===== config.mk =====
export PLATFORM = sky130hd
export DESIGN_NAME = demux18_buf
export DESIGN_NICKNAME = d
export VERILOG_FILES = /design/src/rtl/demux18_buf.sv
export SDC_FILE = /design/constraint.sdc
export NUM_CORES = 1
export LEC_CHECK = 0
export ABC_AREA = 1
export CORE_ASPECT_RATIO = 0.9
export CORE_MARGIN = 5
export CORE_UTILIZATION = 49
export DETAILED_ROUTE_END_ITERATION = 10
export GPL_ROUTABILITY_DRIVEN = 0
export GPL_TIMING_DRIVEN = 0
export PLACE_DENSITY = 0.84
export SLEW_MARGIN = 20
export SYNTH_ARGS = -nofsm -noshare
export SYNTH_HDL_FRONTEND = slang
export SYNTH_SLANG_ARGS = --single-unit

===== constraint.sdc =====
create_clock -name clk -period 6.4 [get_ports clk]
set_input_delay 0.64 -clock clk [delete_from_list [all_inputs] [get_ports clk]]
set_output_delay 0.64 -clock clk [all_outputs]
set_load 0.03 [all_outputs]

===== src/rtl/demux18_buf.sv =====
// 1-to-8 buffered demultiplexer with single-entry valid/ready output buffers.
// Optional per-channel pop counters when DEMUX_CNT_EN is defined.
module demux18_buf #(
  parameter int W = 32
) (
  input  logic           clk,
  input  logic           rst,
  input  logic [W-1:0]   in_data,
  input  logic [2:0]     in_sel,
  input  logic           in_valid,
  output logic           in_ready,
  output logic [8*W-1:0] out_data,
  output logic [7:0]     out_valid,
  input  logic [7:0]     out_ready
`ifdef DEMUX_CNT_EN
  ,
  output logic [63:0]    cnt_flat
`endif
);

  typedef enum logic {
    EMPTY = 1'b0,
    FULL  = 1'b1
  } state_t;

  state_t       state    [8];
  state_t       state_nx [8];
  logic [W-1:0] buf_q    [8];
  logic [7:0]   push;
  logic [7:0]   pop;
  logic         xfer;

  always_comb begin
    in_ready = ~out_valid[in_sel] | out_ready[in_sel];
    xfer     = in_valid & in_ready;
    push     = xfer ? (8'b1 << in_sel) : 8'b0;
    pop      = out_valid & out_ready;
  end

  always_comb begin
    for (int k = 0; k < 8; k++) begin
      state_nx[k] = state[k];
      unique case (state[k])
        EMPTY: if (push[k]) state_nx[k] = FULL;
        FULL:  if (pop[k] && !push[k]) state_nx[k] = EMPTY;
        default: state_nx[k] = EMPTY;
      endcase
    end
  end

  always_ff @(posedge clk) begin
    for (int k = 0; k < 8; k++) begin
      if (rst) begin
        state[k] <= EMPTY;
        buf_q[k] <= '0;
      end else begin
        state[k] <= state_nx[k];
        if (push[k]) buf_q[k] <= in_data;
      end
    end
  end

  always_comb begin
    for (int k = 0; k < 8; k++) begin
      out_valid[k]       = (state[k] == FULL);
      out_data[k*W +: W] = buf_q[k];
    end
  end

`ifdef DEMUX_CNT_EN
  logic [7:0] cnt [8];

  // Counters wrap naturally at 8 bits.
  always_ff @(posedge clk) begin
    for (int k = 0; k < 8; k++) begin
      if (rst)         cnt[k] <= 8'h00;
      else if (pop[k]) cnt[k] <= cnt[k] + 8'h01;
    end
  end

  always_comb begin
    for (int k = 0; k < 8; k++) cnt_flat[k*8 +: 8] = cnt[k];
  end
`endif

endmodule

==> run_results.csv <==
group,metric,value,unit
route,detail_route.drc_violations,0,
outcome,status,"finished, final reports clean",
finish,utilization,72.9,%
route,routed_wirelength,29600,µm
yosys,synth.area.top_cells,"sky130_fd_sc_hd__edfxtp_1, sky130_fd_sc_hd__nor2_1, sky130_fd_sc_hd__nand2_1",
worst_hold_path,hold_path_class,"flop to flop",
timing,rsz0062_at_grt,"no",
worst_setup_path,timing.critical_path.to_type,"output port",
pwr,power_switching,0.000918,W
timing,slew-limit-headroom,42.4,%
finish,layout.nets,1069,
yosys,flip_flop_and_latch_count_after_synthesis,264,
clock_network,cts_buffers,26,
finish,multi_input_comb_area,1390,µm²
finish,layout-area-overhead-vs-synth,46.1,%
yosys,post_synth_instance_area,9560,µm²
finish,antennaDiodeCount,0,
timing,clock_skew,0.0273,ns
floorplan,initial_standard_cell_utilization_of_the_core,49.9,%
place,dp_hpwl,20900,µm
finish,filler_cell_count,1223,
clock_network,htree_num_levels,1,
route,met3_layer_wire_length_in_the_routed_design,3050,µm
timing,fmax,312,MHz
global_route,first_global_vias,6802,
finish,ff_latch_area,7850,µm²
timing,slew_viol_final,0,
run,max_cap_viol_count,0,
pwr,switching_share,23.8,%
yosys,synth_cell_types,14,
timing,setup_total_negative_slack,0,ns
worst_setup_path,crit_path_max_fanout,7,
timing,holdWs,0.492,ns
pwr,power.ir.vdd_worst,0.276,mV
finish,layout.cells.most_common,"sky130_fd_sc_hd__clkdlybuf4s50_1",
worst_setup_path,path_class,"input pin to output port",
pwr,share_seq_of_total_power,51.4,%
timing,post-route-min-period,3.20,ns
floorplan,io_pins,311,
pwr,clock_power_share,37.3,%
clock_network,post_cts_buffers,0,
route,avgRoutedWirePerCell,23.0,µm
clock_network,worstSkewPairLatency,0.53,ns
worst_setup_path,timing.critical_path.from_type,"input pin",
timing,final-setup-viol-count,0,
clock_network,cts_root_buf,"sky130_fd_sc_hd__clkbuf_16",
yosys,syn-instance-count,679,
floorplan,die-height,143,µm
yosys,synth-seq-area-share,82.1,%
floorplan,num_rows,48,
yosys,synth_nets,725,
route,routed-wl-met2,14900,µm
global_route,global_route_wire_length_before_repair,43200,µm
timing,final_period_utilization,50.1,%
pwr,power_per_cell_area,276,nW/µm²
timing,timing.final.hold_violations,0,
route,drt-vias-per-instance,5.29,
clock_network,tritoncts,"yes",
global_route,antenna_found_initial,0,
yosys,synth.largest_area_cell,"sky130_fd_sc_hd__edfxtp_1",
route,route.antenna.remaining_nets,0,
route,first_iter_violations,564,
clock_network,postCtsResizedCells,0,
floorplan,design.die.area,22400,µm²
clock_network,ctsHoldBuffers,0,
global_route,groute.usage.overall,25.9,%
route,route.vias.total,6815,
finish,fraction_of_layout_instances_using_a_drive_strength_above_1,7.80,%
clock_network,cts_max_path_buffers,3,
worst_setup_path,crit_arrival,2.56,ns
pwr,combPwrFrac,11.3,%
global_route,grt_remaining_overflow,0,
yosys,syn-mean-instance-area,14.1,µm²
yosys,synthesis.yosys.warnings,0,
route,first_pass_iters,5,
global_route,grt_max_degree,33,
route,drt-met1-wl,10600,µm
floorplan,die_w,157,µm
clock_network,cts.sinks,264,
clock_network,reg_clk_slew_reported_paths,0.06,ns
floorplan,core_area,19200,µm²
pwr,static-leakage-power,5.55,nW
pwr,cellInternalPower,0.00294,W
route,top_layer_used,"met4",
finish,final_cell_mix,"sky130_fd_sc_hd__clkdlybuf4s50_1, sky130_fd_sc_hd__nor2_1, sky130_fd_sc_hd__edfxtp_1, sky130_fd_sc_hd__inv_1, sky130_fd_sc_hd__nand2_1",
timing,worstMarginPinSlew,0.860,ns
yosys,fraction_of_post_synthesis_cell_area_in_the_top_cell_type_by_area,80.4,%
worst_setup_path,timing.critical_path.required,5.76,ns
place,port-buffer-count,309,
==> worst max-delay path, cell delays in order <==
cell and delay, ns:
sky130_fd_sc_hd__clkdlybuf4s50_1 0.45, sky130_fd_sc_hd__inv_1 0.19, sky130_fd_sc_hd__nand2_1 0.13, sky130_fd_sc_hd__nor2_1 0.13
sky130_fd_sc_hd__nor2_1 0.06, sky130_fd_sc_hd__nand3_1 0.09, sky130_fd_sc_hd__nand2_1 0.10, sky130_fd_sc_hd__inv_1 0.07
sky130_fd_sc_hd__clkdlybuf4s50_1 0.69
==> power by group through the flow <==
stage               combinational [W]  clock [W]  sequential [W]
floorplan                   0.0000754          0         0.00215
global placement             0.000410          0         0.00202
detailed placement           0.000435          0         0.00202
CTS                          0.000437    0.00145         0.00198
global route                 0.000453    0.00152         0.00199
finish                       0.000436    0.00144         0.00198
==> layer usage <==
metal / vias to the layer above / global-route usage [%]
met2: 429 / 44.8
met5: - / 0
li1: 2970 / -
met4: 0 / 8.15
met3: 67 / 6.32
met1: 3349 / 32.5
==> logic make-up after synthesis <==
| kind of cell | share of synthesized area [%] |
|---|---|
| AO/OA/AOI/OAI | 0.0523 |
| buffers and inverters | 3.61 |
| AND/OR/NAND/NOR | 14.3 |
| flip-flops | 82.1 |
==> metrics by stage <==
step / instances / power, W / setup slack (ns) / cell area (µm²)
floorplan: 679 / 0.00223 / 3.71 / 9560
global placement: 1238 / 0.00243 / 2.63 / 13000
detailed placement: 1245 / 0.00245 / 3.15 / 13200
CTS: 1289 / 0.00387 / 3.22 / 14000
global route: 1289 / 0.00396 / 3.08 / 14000
finish: 1289 / 0.00385 / 3.20 / 14000
==> Yosys cell counts <==
cell type	instances
sky130_fd_sc_hd__a21oi_1	1
sky130_fd_sc_hd__nand3_1	15
sky130_fd_sc_hd__nor2_1	270
sky130_fd_sc_hd__nor2_4	1
sky130_fd_sc_hd__buf_6	7
sky130_fd_sc_hd__buf_2	21
sky130_fd_sc_hd__nand3_4	2
sky130_fd_sc_hd__dfxtp_1	8
sky130_fd_sc_hd__nand3b_1	6
sky130_fd_sc_hd__nand2_1	49
sky130_fd_sc_hd__inv_1	41
sky130_fd_sc_hd__clkbuf_1	1
sky130_fd_sc_hd__edfxtp_1	256
sky130_fd_sc_hd__inv_2	1
==> area by class of cell <==
type / count / share of cell area, %
inverter: 42 / 1.13
multi-input combinational: 344 / 9.94
tap: 250 / 2.24
clock buffer: 31 / 4.79
timing repair buffer: 316 / 23.5
buffer: 29 / 1.34
clock inverter: 13 / 0.860
sequential: 264 / 56.2
==> worst paths after layout <==
path         cells past startpoint                          end  slack (ns)                   start
max reg2reg                     10  buf_q[1][126]$_SDFFCE_PN0P_        4.13  state[0][0]$_SDFF_PP0_
min reg2reg                      2       state[0][3]$_SDFF_PP0_        0.49  state[0][3]$_SDFF_PP0_
max                              9                     in_ready        3.20               in_sel[0]
min                              2       state[0][3]$_SDFF_PP0_        0.49  state[0][3]$_SDFF_PP0_
==> flip-flops by register name, summed over array words and instances, names as in the netlist <==
signal	count
state	8
buf_q	256
Note: power is estimated with default switching activity, not from simulation.
